===== config.mk =====
export PLATFORM = sky130hd
export DESIGN_NAME = bus_rr_fifo_arbiter
export DESIGN_NICKNAME = d
export VERILOG_FILES = /design/src/rtl/bus_rr_fifo_arbiter.sv
export SDC_FILE = /design/constraint.sdc
export NUM_CORES = 1
export LEC_CHECK = 0
export BUFFER_PORTS_ARGS = -buffer_cell sky130_fd_sc_hd__buf_2
export CAP_MARGIN = 40
export CORE_ASPECT_RATIO = 1.4
export CORE_MARGIN = 2
export CORE_UTILIZATION = 53
export DETAILED_ROUTE_END_ITERATION = 6
export PLACE_DENSITY = 0.73
export SLEW_MARGIN = 20
export SYNTH_ARGS = -nofsm -noshare
export SYNTH_HDL_FRONTEND = slang
export SYNTH_SLANG_ARGS = --single-unit

===== constraint.sdc =====
create_clock -name clk -period 2.1 [get_ports clk]
set_clock_uncertainty 0.2 [all_clocks]
set_input_delay 0.525 -clock clk [delete_from_list [all_inputs] [get_ports clk]]
set_output_delay 0.525 -clock clk [all_outputs]
set_load 0.05 [all_outputs]

===== src/rtl/bus_rr_fifo_arbiter.sv =====
// Multi-driver bus arbiter: per-driver FIFOs, round-robin grant of one packet per cycle,
// unicast/broadcast delivery. Optional statistics counters are enabled by `define BUS_STATS_EN.
module bus_rr_fifo_arbiter #(
    parameter int              BITS    = 8,
    parameter int              DEPTH   = 4,
    parameter int              DRIVERS = 4,
    parameter int              PCKG    = 16,
    parameter logic [BITS-1:0] BROD    = BITS'(8'hFF)
) (
    input  logic                       clk,
    input  logic                       reset,
    input  logic [DRIVERS-1:0]         push,
    input  logic [DRIVERS*PCKG-1:0]    din,
    output logic [DRIVERS-1:0]         full,
    output logic [DRIVERS-1:0]         pndng,
    output logic [DRIVERS-1:0]         ovf,
    output logic [PCKG-1:0]            bus_data,
    output logic [$clog2(DRIVERS)-1:0] bus_src,
    output logic [DRIVERS-1:0]         dvld,
    output logic                       err,
    output logic [15:0]                xfer_cnt,
    output logic [15:0]                drop_cnt
);

    localparam int SW  = $clog2(DRIVERS);
    localparam int SW1 = SW + 1;
    localparam int PW  = $clog2(DEPTH);
    localparam int CW  = PW + 1;

    // Reset asserts asynchronously but leaves reset only on a clock edge.
    logic [1:0] rst_sync_reg;
    logic       rst_n;

    always_ff @(posedge clk or negedge reset) begin
        if (!reset) begin
            rst_sync_reg <= 2'b00;
        end else begin
            rst_sync_reg <= {rst_sync_reg[0], 1'b1};
        end
    end

    assign rst_n = rst_sync_reg[1];

    logic [DRIVERS*PCKG-1:0] head_flat;
    logic [SW-1:0]           rr_ptr_reg;
    logic [SW-1:0]           rr_ptr_next;
    logic                    grant_valid;
    logic [SW-1:0]           grant_idx;
    logic [SW1-1:0]          scan_idx;
    logic [PCKG-1:0]         grant_pkt;
    logic [BITS-1:0]         grant_dst;
    logic [DRIVERS-1:0]      dvld_next;
    logic                    err_next;

    logic [PCKG-1:0]         bus_data_reg;
    logic [SW-1:0]           bus_src_reg;
    logic [DRIVERS-1:0]      dvld_reg;
    logic                    err_reg;

    genvar gi;
    generate
        for (gi = 0; gi < DRIVERS; gi++) begin : g_fifo
            logic [PCKG-1:0] mem [DEPTH];
            logic [PW-1:0]   wr_ptr_reg;
            logic [PW-1:0]   rd_ptr_reg;
            logic [CW-1:0]   count_reg;
            logic            ovf_bit_reg;
            logic            wr_en;
            logic            rd_en;

            assign full[gi]  = (count_reg == CW'(DEPTH));
            assign pndng[gi] = (count_reg != '0);
            assign ovf[gi]   = ovf_bit_reg;
            // full is pre-edge state, so a push racing a pop on a full FIFO is dropped.
            assign wr_en     = push[gi] & ~full[gi];
            assign rd_en     = grant_valid & (grant_idx == SW'(gi));

            always_ff @(posedge clk) begin
                if (wr_en) begin
                    mem[wr_ptr_reg] <= din[gi*PCKG +: PCKG];
                end
            end

            assign head_flat[gi*PCKG +: PCKG] = mem[rd_ptr_reg];

            always_ff @(posedge clk or negedge rst_n) begin
                if (!rst_n) begin
                    wr_ptr_reg  <= '0;
                    rd_ptr_reg  <= '0;
                    count_reg   <= '0;
                    ovf_bit_reg <= 1'b0;
                end else begin
                    if (wr_en) begin
                        wr_ptr_reg <= wr_ptr_reg + PW'(1);
                    end
                    if (rd_en) begin
                        rd_ptr_reg <= rd_ptr_reg + PW'(1);
                    end
                    case ({wr_en, rd_en})
                        2'b10:   count_reg <= count_reg + CW'(1);
                        2'b01:   count_reg <= count_reg - CW'(1);
                        default: count_reg <= count_reg;
                    endcase
                    ovf_bit_reg <= push[gi] & full[gi];
                end
            end
        end
    endgenerate

    // Round-robin search starting at rr_ptr, wrapping modulo DRIVERS.
    always_comb begin
        grant_valid = 1'b0;
        grant_idx   = '0;
        scan_idx    = '0;
        for (int k = 0; k < DRIVERS; k++) begin
            scan_idx = {1'b0, rr_ptr_reg} + SW1'(k);
            if (scan_idx >= SW1'(DRIVERS)) begin
                scan_idx = scan_idx - SW1'(DRIVERS);
            end
            if (!grant_valid && pndng[scan_idx[SW-1:0]]) begin
                grant_valid = 1'b1;
                grant_idx   = scan_idx[SW-1:0];
            end
        end
    end

    always_comb begin
        grant_pkt   = head_flat[grant_idx*PCKG +: PCKG];
        grant_dst   = grant_pkt[PCKG-1 -: BITS];
        dvld_next   = '0;
        err_next    = 1'b0;
        rr_ptr_next = rr_ptr_reg;
        if (grant_dst < BITS'(DRIVERS)) begin
            dvld_next = DRIVERS'(1) << grant_dst;
        end else if (grant_dst == BROD) begin
            dvld_next = ~(DRIVERS'(1) << grant_idx);
        end else begin
            err_next = 1'b1;
        end
        if (grant_valid) begin
            rr_ptr_next = (grant_idx == SW'(DRIVERS - 1)) ? '0 : grant_idx + SW'(1);
        end
    end

    always_ff @(posedge clk or negedge rst_n) begin
        if (!rst_n) begin
            bus_data_reg <= '0;
            bus_src_reg  <= '0;
            dvld_reg     <= '0;
            err_reg      <= 1'b0;
            rr_ptr_reg   <= '0;
        end else begin
            rr_ptr_reg <= rr_ptr_next;
            if (grant_valid) begin
                bus_data_reg <= grant_pkt;
                bus_src_reg  <= grant_idx;
                dvld_reg     <= dvld_next;
                err_reg      <= err_next;
            end else begin
                dvld_reg <= '0;
                err_reg  <= 1'b0;
            end
        end
    end

    assign bus_data = bus_data_reg;
    assign bus_src  = bus_src_reg;
    assign dvld     = dvld_reg;
    assign err      = err_reg;

`ifdef BUS_STATS_EN
    logic [15:0] xfer_cnt_reg;
    logic [15:0] drop_cnt_reg;
    logic [16:0] xfer_sum;
    logic [16:0] drop_sum;
    logic [16:0] drop_inc;

    always_comb begin
        drop_inc = {16'b0, err_reg};
        for (int k = 0; k < DRIVERS; k++) begin
            drop_inc = drop_inc + 17'(ovf[k]);
        end
        xfer_sum = {1'b0, xfer_cnt_reg} + 17'(grant_valid & ~err_next);
        drop_sum = {1'b0, drop_cnt_reg} + drop_inc;
    end

    // Saturating counters: the 17th bit flags a wrap that must be clamped.
    always_ff @(posedge clk or negedge rst_n) begin
        if (!rst_n) begin
            xfer_cnt_reg <= '0;
            drop_cnt_reg <= '0;
        end else begin
            xfer_cnt_reg <= xfer_sum[16] ? 16'hFFFF : xfer_sum[15:0];
            drop_cnt_reg <= drop_sum[16] ? 16'hFFFF : drop_sum[15:0];
        end
    end

    assign xfer_cnt = xfer_cnt_reg;
    assign drop_cnt = drop_cnt_reg;
`else
    assign xfer_cnt = 16'h0000;
    assign drop_cnt = 16'h0000;
`endif

endmodule


### Word-level counts from Yosys, hierarchy flattened

Memories as Yosys holds them, arrays and structs flattened.
Cells that the tools add are included.
W data, S select, Z words.

* logic and storage cells: 149
* bits in registers: 59
* memory bits (writable): 256
* input bits: 70
* memories: 4
* output and inout port bits: 67

Memory list
* g_fifo[0].mem: words 4, bits a word 16, read ports 1, clocked after Yosys merged registers in 0, write ports 1, line 63 `logic [PCKG-1:0] mem [DEPTH];`
* g_fifo[1].mem: words 4, bits a word 16, read ports 1, clocked after Yosys merged registers in 0, write ports 1, line 63
* g_fifo[2].mem: words 4, bits a word 16, read ports 1, clocked after Yosys merged registers in 0, write ports 1, line 63
* g_fifo[3].mem: words 4, bits a word 16, read ports 1, clocked after Yosys merged registers in 0, write ports 1, line 63

* bitwise gates (word level): 17
* magnitude comparators: 9
* muxes and demuxes: 39
* equal/unequal tests: 16
* add/sub/neg operators: 24
* reduce and logical (&&, ||, !) cells: 15
* shift operators: 3

Operator list (count)
* $shiftx A64 B7 Y16: 1
* $pmux W3 S2: 4
* $mux W1: 19
* $add A2 B1 Y2 const B: 9
* $mux W2: 9
* $add A3 B1 Y3 const B: 4
* $and A1 B1 Y1: 12
* $eq A2 B2 Y1 const B: 6
* $eq A3 B3 Y1 const B: 4
* $lt A2 B3 Y1 const B: 4
* $mux W4: 3
* $reduce_bool A3 Y1: 4
* $sub A3 B1 Y3 const B: 4
* $eq A2 B1 Y1 const B: 5
* $ge A3 B3 Y1 const B: 3
* $bmux W1 S2: 4
* $eq A8 B8 Y1 const B: 1
* $lt A8 B3 Y1 const B: 1
* $reduce_bool A2 Y1: 4
* $shl A1 B8 Y4 const A: 1
* $sub A2 B1 Y2 const B: 4
* $add A2 B2 Y3 const B: 2
* $not A1 Y1: 4
* $not A4 Y4: 1
* 6 further kinds: 10

### Longest topological paths before layout

Gate-level depths: netlist of run 1.

* depth after elaboration: 19
* mapped depth: 16
* depth with buffers taken out: 13

### Worst setup path after synthesis of run 1

Ideal clock, no wire load.

* kind: flip-flop to flip-flop
* start point: register g_fifo[0].count_reg[2]
* end point: register g_fifo[2].count_reg[2]
* library setup time: 79 ps
* clock period less this slack: 3611 ps
* required time: 1821 ps
* slack: -1511 ps
* stages on the path, launching flop included: 17
* arrival time: 3332 ps
* buffers on the path: 4
* path through: dfrtp_1 > or3_1 > buf_2 > a211oi_2 > o22ai_1 > buf_2 > buf_2 > clkbuf_1 > inv_1 > ha_1 > and2_1 > ha_1 > inv_1 > fa_1 > xor2_1 > nor2_1 > xor2_1

* cells in the longest elaborated chain, start to end: 17
* elaborated cells between the ends (all ways): 29
* those cells by class: 3 x eq/ne; 17 x mux; 1 x bitwise; 8 x reduce/logical

Ends and longest elaborated chain
* from (decl): line 66 `logic [CW-1:0] count_reg;`
* from (signal assigned): line 100 `2'b10: count_reg <= count_reg + CW'(1);`
* from (signal assigned): line 101 `2'b01: count_reg <= count_reg - CW'(1);`
* from (signal assigned): line 102 `default: count_reg <= count_reg;`
* $reduce_bool A3 Y1 *: line 72 `assign pndng[gi] = (count_reg != '0);`
* via pndng[0]: line 15 `output logic [DRIVERS-1:0] pndng,`
* $bmux W1 S2: line 120 `if (!grant_valid && pndng[scan_idx[SW-1:0]]) begin`
* $mux W1 (not written as such): line 120
* $mux W1: line 120
* $logic_not A1 Y1: line 120
* $logic_and A1 B1 Y1: line 120
* $mux W1: line 120
* [4 not listed]
* $logic_and A1 B1 Y1: line 120
* $mux W2 *: line 120
* via grant_idx[1]: line 48 `logic [SW-1:0] grant_idx;`
* $eq A2 B2 Y1 *: line 76 `assign rd_en = grant_valid & (grant_idx == SW'(gi));`
* $and A1 B1 Y1 *: line 76
* via g_fifo[2].rd_en: line 69 `logic rd_en;`
* $eq A2 B1 Y1 or $eq A2 B2 Y1 (tied branches): line 99 `case ({wr_en, rd_en})`
* $pmux W3 S2 or $reduce_bool A2 Y1 (tied branches)
* to (signal assigned): line 100
* to (signal assigned): line 101
* to (signal assigned): line 102
* to (decl): line 66

Mark *: on every way through the listed nets, which the timed path passes. The rest lies on a longest branch. The select of a mux whose other input is x is not followed.
A chain may end at the register's enable or synchronous reset.

### Final worst setup path of run 1

* start point: register g_fifo[0].count_reg[2]
* end point: register g_fifo[2].count_reg[2]

* cells in the longest elaborated chain, start to end: 17
* elaborated cells between the ends (all ways): 29
* those cells by class: 3 x eq/ne; 17 x mux; 1 x bitwise; 8 x reduce/logical

Ends and longest elaborated chain (line)
* $reduce_bool A3 Y1 *: 72
* $bmux W1 S2: 120
* $mux W1 (not written as such): 120
* $mux W1: 120
* $logic_not A1 Y1: 120
* $logic_and A1 B1 Y1: 120
* $mux W1: 120
* $logic_not A1 Y1: 120
* [3 not listed]
* $logic_and A1 B1 Y1: 120
* $mux W2 *: 120
* via grant_idx[1]: 48
* $eq A2 B2 Y1 *: 76
* $and A1 B1 Y1 *: 76
* via g_fifo[2].rd_en: 69
* $eq A2 B1 Y1 or $eq A2 B2 Y1 (tied branches): 99
* $pmux W3 S2 or $reduce_bool A2 Y1 (tied branches)

Marks and branches as above.

==> summary.md, run 1 <==
| Metric | Value |
|---|---|
| Vias per cell | 5.36 |
| Post-DR wirelength/cell | 20.2 um |
| # rows | between 60 and 70 |
| Synth Area in Adders | under 10% |
| P_leak | between 0.006 and 0.007 uW |
| Fin nets | roughly 1.1k |
| Cell Chain, Critical Path | or3_4 -> a21oi_1 -> o22ai_2 -> buf_6 -> inv_8 -> ha_4 -> and2_4 -> ha_4 -> inv_2 -> fa_2 -> xor2_1 -> nor2_1 -> xor2_1 |
| Comb pwr share | about half |
| Cell Area, Placed | 0.0147 mm2 |
| Total negative slack | -23.77 ns |
| Vias in the first global route | around 7.6k |
| First-pass GRT wire length | a little over 40000 um |
| Initial antenna violation count | 0 |
| CTS Buf Count | 28 |
| Slowest-stage cell, CP | or3_4 |
| Commonest cells in the netlist | edfxtp_1, nand2_1, mux4_2 |
| DP HPWL | about 18000 um |
| Synth Area in Compound Gates | roughly 2.8% |
| Ant diodes | 0 |
| Most common cell in the netlist | edfxtp_1 |
| Worst r2r dst | g_fifo[2].count_reg[2] |
| Worst EP arrival | approximately 3.3 ns |
| WP buf/inv | 3 |
| Type of origin of the critical path | register |
| R2r startpoint | g_fifo[0].count_reg[2] |
| Post-route cell area | ~0.017 mm2 |
| Die W | ~140 um |
| Routed wire length | around 28000 um |
| Synth area leader | edfxtp_1 |
| Largest net degree at the start of global routing | 58 |
| Syn Inst Count | between 700 and 800 |
| Root buf cell | clkbuf_16 |
| R2R Setup Slk | -0.93 ns |
| Post-route ant nets | 0 |
| # IOs | about 140 |
| Tot Pwr | between 20000 and 30000 uW |
| Clock Tree Buf Depth | 3 |
| Levels on crit path | 13 |
| Largest register FFs | around 260 |
| Clock H-tree levels | 1 |
| Mean Syn Cell Area | approximately 17 um2 |
| Iter 0 DRT Violations | ~570 |
| Via count | 7337 |
| Worst Path Max Fanout | 5 |
| CTS tree | done |
| Fillcell total | roughly 1.5k |
| Cell Area, Synth | approximately 0.013 mm2 |
| RePlAce Congestion | between 0.8 and 0.9 |
| Fraction of layout cells with a size suffix above 1 | about 42% |
| Worst path max stage delay | around 0.44 ns |
| R2R cell count | 13 |
| Multiplexer area fraction after synthesis | between 10% and 20% |
| Hold Crit Class | in -> reg |
| CP required | 2.35 ns |
| Main area contributors after synthesis | edfxtp_1, dfrtp_1, mux4_2 |
| Status | finished with violations |
| Maxcap violations | 0 |
| Fin crit share | 144% |
| Delay-heaviest family, CP | simple AND/OR/NAND/NOR gates |
| Sequential Power Share | around a third |
| Initial core utilization | 53.9% |
| #FFs+latches synth | roughly 320 |
| Seq/Total Area, Yosys | roughly 71% |
| Crit Path Class | reg -> reg |
| Clk_lat worst skew | between 0.5 and 0.6 ns |
| Maximum VDD drop | approximately 1 mV |
| Synthesis Warnings | 0 |
| Simple-gate share of the synthesized area | roughly 5.8% |
| DIE HEIGHT | 189 um |
| Layout Utilization | a little over two thirds |
| Tot GR Track Use | a little over a fifth |
| GRT overflow | 0 |
| Largest family of logic cells by synthesized area | multiplexers |
| Final Critical Period | about 3.0 ns |
| Dominant synthesized flop cell | edfxtp_1 |
| Clock share of power | approximately 18% |
| Crit. End Element | register |
| Max Fclk | around 0.33 GHz |
| Synth cell types | between 40 and 50 |
| Final WS setup | -0.926 ns |
| Core area | 0.0240 mm2 |
| Setup crit end | g_fifo[2].count_reg[2] |
| NetSw | a little over 10000 uW |
| Violated checks | negative setup slack |
| Pwr Density | about 1700 mW/mm2 |
| Synth Area in XOR/XNOR | under 10% |
| Origin of the worst setup path | g_fifo[0].count_reg[2] |
| RSZ-0062 raised after global routing | true |
| CTS Sinks | 315 |
| Port bufs | between 100 and 150 |
| DRC errors left | 0 |
| Finish-stage setup viols | 50 |
| Synth top area share | 59.5% |
| Final Hold Viols | 0 |
| Async SR Flop Fraction | 18.7% |
| Sw frac | a little under two fifths |
| Die area | around 0.026 mm2 |
| Drt pass-1 iters | 4 |
| Post-synth EDFFs | approximately 260 |
| Area grow syn2layout | 29.6% |
| Pint | 17800 uW |
| Max Slew Vio Count | 0 |
| Reg clk slew, reported paths | ~0.07 ns |
kinds of logic after synthesis:
kind of cell / Yosys count
compound gates: 59
xor+xnor: 24
fa+ha+maj: 28
buf+inv: 103
flops: 315
mux: 66
other cells: 2
simple gates: 160
power groups by stage:
stage | clock network, uW | registers (uW) | logic [uW]
after floorplan | 0 | 9660 | 7120
after global placement | 0 | 9160 | 11700
after detailed placement | 0 | 9240 | 11900
after CTS | 5090 | 9150 | 13000
after global routing | 5290 | 9270 | 14900
final | 5010 | 9150 | 13900
cells in the final DEF (no fill, tap or decap), types with 24 or more instances in the layout:
cell | netlist | routed
conb_1 | 2 | 33
dfrtp_1 | 59 | 58
edfxtp_1 | 256 | 256
mux4_2 | 64 | 64
buf_4 | 36 | 93
dlygate4sd3_1 | 0 | 50
inv_1 | 32 | 24
buf_2 | 8 | 96
clkbuf_16 | 0 | 30
nand2_1 | 75 | 71
timing repair:
| action | 4_1_cts | 5_1_grt |
|---|---|---|
| hold endpoints to repair | 194 | 0 |
| buffers inserted | 8 | 15 |
| gates resized for setup | 103 | 38 |
| pin swaps | 30 | 38 |
| cloned | 0 | 1 |
| endpoints found under the setup margin | 51 | 52 |
| hold buffers | 50 | 0 |
routing by layer:
metal / part of all wire (%) / GRT usage, % / wire [um] / vias to the layer above
li1: - / - / - / 3321
met3: 5.3 / 2.88 / 1460 / 64
met2: 53 / 38.5 / 14800 / 246
met4: 3.9 / 7.33 / 1080 / 0
met1: 37 / 26.9 / 10400 / 3706
met5: 0 / 0 / 0 / -
metrics by stage:
step                cells  setup WS [ns]  hold slack (ns)
floorplan             788          -1.09           0.0294
global placement     1244         -0.802           0.0800
detailed placement   1244         -0.842           0.0827
CTS                  1354         -0.766        0.0000286
global route         1369          -1.03         0.000140
finish               1369         -0.926           0.0153
worst min-delay path by stage:
stage,depth (start not counted),slack (ns),startpoint,to
floorplan,0,0.03,reset,rst_sync_reg[0]
global placement,1,0.08,rst_sync_reg[1],g_fifo[1].wr_ptr_reg[0]
detailed placement,1,0.08,rst_sync_reg[1],g_fifo[1].wr_ptr_reg[0]
CTS,1,0.00003,din[27],g_fifo[1].mem[3][11]
global route,1,0.0001,din[47],g_fifo[2].mem[0][15]
finish,1,0.02,din[27],g_fifo[1].mem[3][11]
area by class of cell:
cell class	instances	area [um2]	share of cell area, %
timing repair buffer	289	2430	14.5
inverter	33	149	0.890
tap	310	388	2.32
clock inverter	17	150	0.897
sequential	315	9170	54.8
multi-input combinational	370	3690	22.1
clock buffer	35	758	4.53
Note: power is estimated with default switching activity, not from simulation.
==> run 2, diff against run 1 <==
--- a/config.mk
+++ b/config.mk
@@ -12,6 +12,7 @@
 export CORE_UTILIZATION = 53
 export DETAILED_ROUTE_END_ITERATION = 6
 export PLACE_DENSITY = 0.73
+export REMOVE_ABC_BUFFERS = 1
 export SLEW_MARGIN = 20
 export SYNTH_ARGS = -nofsm -noshare
 export SYNTH_HDL_FRONTEND = slang
==> run 2 against run 1 <==
Net effect: the run still ends with negative setup slack left; largest power group unchanged; non-clock buffer count shrank 29; largest cell class unchanged; count of clock-buffer cells in the layout up 3; fmax grew 1.7%; design area decreased by 2.0%; flip-flop and latch count is the same; utilization down 1.4 points; sequential power shrank 0.5%; first-iteration DRC count is 8.1% higher; register-to-register slack improved by 0.05 ns.
==> summary.md, run 2 (synthesis results as in run 1) <==
| Metric | Value |
|---|---|
| # IOs | 137 (unchanged) |
| CTS Buf Count | 28 (unchanged) |
| Iter 0 DRT Violations | 612 (+8.1%) |
| Root buf cell | clkbuf_16 |
| Die area | 0.0257 mm2 (unchanged) |
| Pwr Density | 1690 mW/mm2 (+0.54%) |
| Ant diodes | 0 (unchanged) |
| Crit Path Class | reg -> reg |
| CP required | 2.32 ns (-0.03 ns) |
| Finish-stage setup viols | 50 (unchanged) |
| # rows | 67 (unchanged) |
| Cell Area, Placed | 0.0145 mm2 (-1.1%) |
| Status | finished with violations |
| Fin nets | 1106 (-2.6%) |
| Worst path max stage delay | 0.43 ns (about the same) |
| Tot GR Track Use | 21.7% (+0.22 points) |
| Type of origin of the critical path | register |
| Crit. End Element | register |
| Vias per cell | 5.51 (+2.7%) |
| FF/Latch Area | 0.00917 mm2 (unchanged) |
| Largest register FFs | 256 (unchanged) |
| Final WS setup | -0.875 ns (+0.0505 ns) |
| Maximum VDD drop | 1.07 mV (+9.8%) |
| DRC errors left | 0 (unchanged) |
| Most common cell after layout, fill and taps aside | edfxtp_1 |
| Drt pass-1 iters | 5 (+1) |
| Post-route ant nets | 0 (unchanged) |
| DIE HEIGHT | 189 um (unchanged) |
| Final Hold Viols | 0 (unchanged) |
| Worst EP arrival | 3.19 ns (-0.09 ns) |
| Cell Chain, Critical Path | or3_4 -> a21boi_2 -> o21a_2 -> buf_6 -> inv_8 -> ha_4 -> and2_4 -> ha_4 -> inv_2 -> fa_2 -> xor2_1 -> nor2_1 -> xor2_1 |
| Hold Crit Class | in -> reg |
| Fraction of layout cells with a size suffix above 1 | 41.3% (-0.76 points) |
| Worst Path Max Fanout | 4 (-1) |
| Maxcap violations | 0 (unchanged) |
| DP HPWL | 18700 um (+1.8%) |
| Multi-input gate area | 0.00367 mm2 (-0.71%) |
| Reg clk slew, reported paths | 0.07 ns (about the same) |
| Fillcell total | 1528 (-1.1%) |
| Slowest-stage cell, CP | or3_4 |
| Post-route cell area | 0.0164 mm2 (-2.0%) |
| CTS Sinks | 315 (unchanged) |
| RSZ-0062 raised after global routing | true |
| GRT overflow | 0 (unchanged) |
| Clock H-tree levels | 1 (unchanged) |
| Initial antenna violation count | 0 (unchanged) |
| Tot Pwr | 27700 uW (-1.4%) |
| Vias in the first global route | 7434 (-2.1%) |
| Worst hold slack | 0.00800 ns (-0.00730 ns) |
| P_leak | 0.00629 uW (-2.0%) |
| DP Worst Slack | -0.996 ns (-0.154 ns) |
| Post-DR wirelength/cell | 21.3 um (+5.2%) |
| Area grow syn2layout | 27.0% |
| Routed wire length | 28500 um (+3.0%) |
| Violated checks | negative setup slack |
| Largest net degree at the start of global routing | 52 (-10%) |
| RePlAce Congestion | 0.842 (-3.5%) |
| Most frequent cells in the layout | edfxtp_1, buf_2, buf_4, nand2_1, mux4_2 |
| Core area | 0.0240 mm2 (unchanged) |
| Layout Utilization | 68.4% (-1.4 points) |
| Port bufs | 104 (unchanged) |
| Final Critical Period | 2.98 ns (-0.0505 ns) |
| First-pass GRT wire length | 41500 um (-0.17%) |
| Initial core utilization | 53.9% (unchanged) |
| Clk_lat worst skew | 0.54 ns (about the same) |
| Die W | 136 um (unchanged) |
| Fin crit share | 142% (-2.4 points) |
| Clock Tree Buf Depth | 3 (unchanged) |
| Max Fclk | 0.336 GHz (+1.7%) |
| Via count | 7378 (+0.56%) |
| Max Slew Vio Count | 0 (unchanged) |
| CTS tree | done |
run 2: worst max-delay path: cells and delay by family (launching register included):
kind	cells	cell delay, ns
fa+ha+maj	3	0.64
simple gates	3	0.65
buf+inv	3	0.24
xor+xnor	2	0.33
flops	1	0.38
compound gates	2	0.40
run 2: cell type report:
cell class / count / share of cell area [%]
Clock buffer: 38 / 4.63
Clock inverter: 14 / 0.953
Inverter: 33 / 0.831
Multi-Input combinational cell: 370 / 22.4
Sequential cell: 315 / 55.9
Tap cell: 310 / 2.36
Timing Repair Buffer: 260 / 13.0
run 2: timing repair:
action	in CTS	in global routing
gates cloned	0	1
pin swaps	24	33
setup buffers	12	15
endpoints found under the setup margin	50	117
gates resized for setup	104	47
hold endpoints to repair	66	1
hold buffers	20	1
run 2: per-stage QoR:
step | instances | TNS, ns
after global routing | 1340 | -26.79
after CTS | 1324 | -20.11
after global placement | 1242 | -21.72
after floorplan | 718 | -89.41
final | 1340 | -22.59
after detailed placement | 1242 | -24.41
run 2: final timing paths:
check	from	endpoint	slack (ns)	cells after the start
setup / recovery	g_fifo[1].count_reg[1]	g_fifo[0].count_reg[2]	-0.88	13
hold / removal	din[31]	g_fifo[1].mem[1][15]	0.008	1
setup reg to reg	g_fifo[1].count_reg[1]	g_fifo[0].count_reg[2]	-0.88	13
hold reg to reg	rst_sync_reg[1]	g_fifo[1].count_reg[0]	0.08	1
max in group asynchronous	rst_sync_reg[1]	g_fifo[1].ovf_bit_reg	0.96	1
min in group asynchronous	rst_sync_reg[1]	g_fifo[1].count_reg[0]	0.08	1
run 2: power by group:
group	total, uW	switching, uW	leakage [uW]	internal (uW)
Clock	5080	2160	0.000422	2910
Sequential	9100	660	0.00305	8430
Combinational	13500	7330	0.00282	6160
run 2: per-layer routing:
metal	routed length (um)	part of all wire, %	vias up	track usage [%]
met2	15400	54	320	38.9
met3	2060	7.2	65	3.95
met1	9930	35	3719	26.1
met4	1150	4.0	0	8.13
met5	0	0	-	0
li1	-	-	3274	-
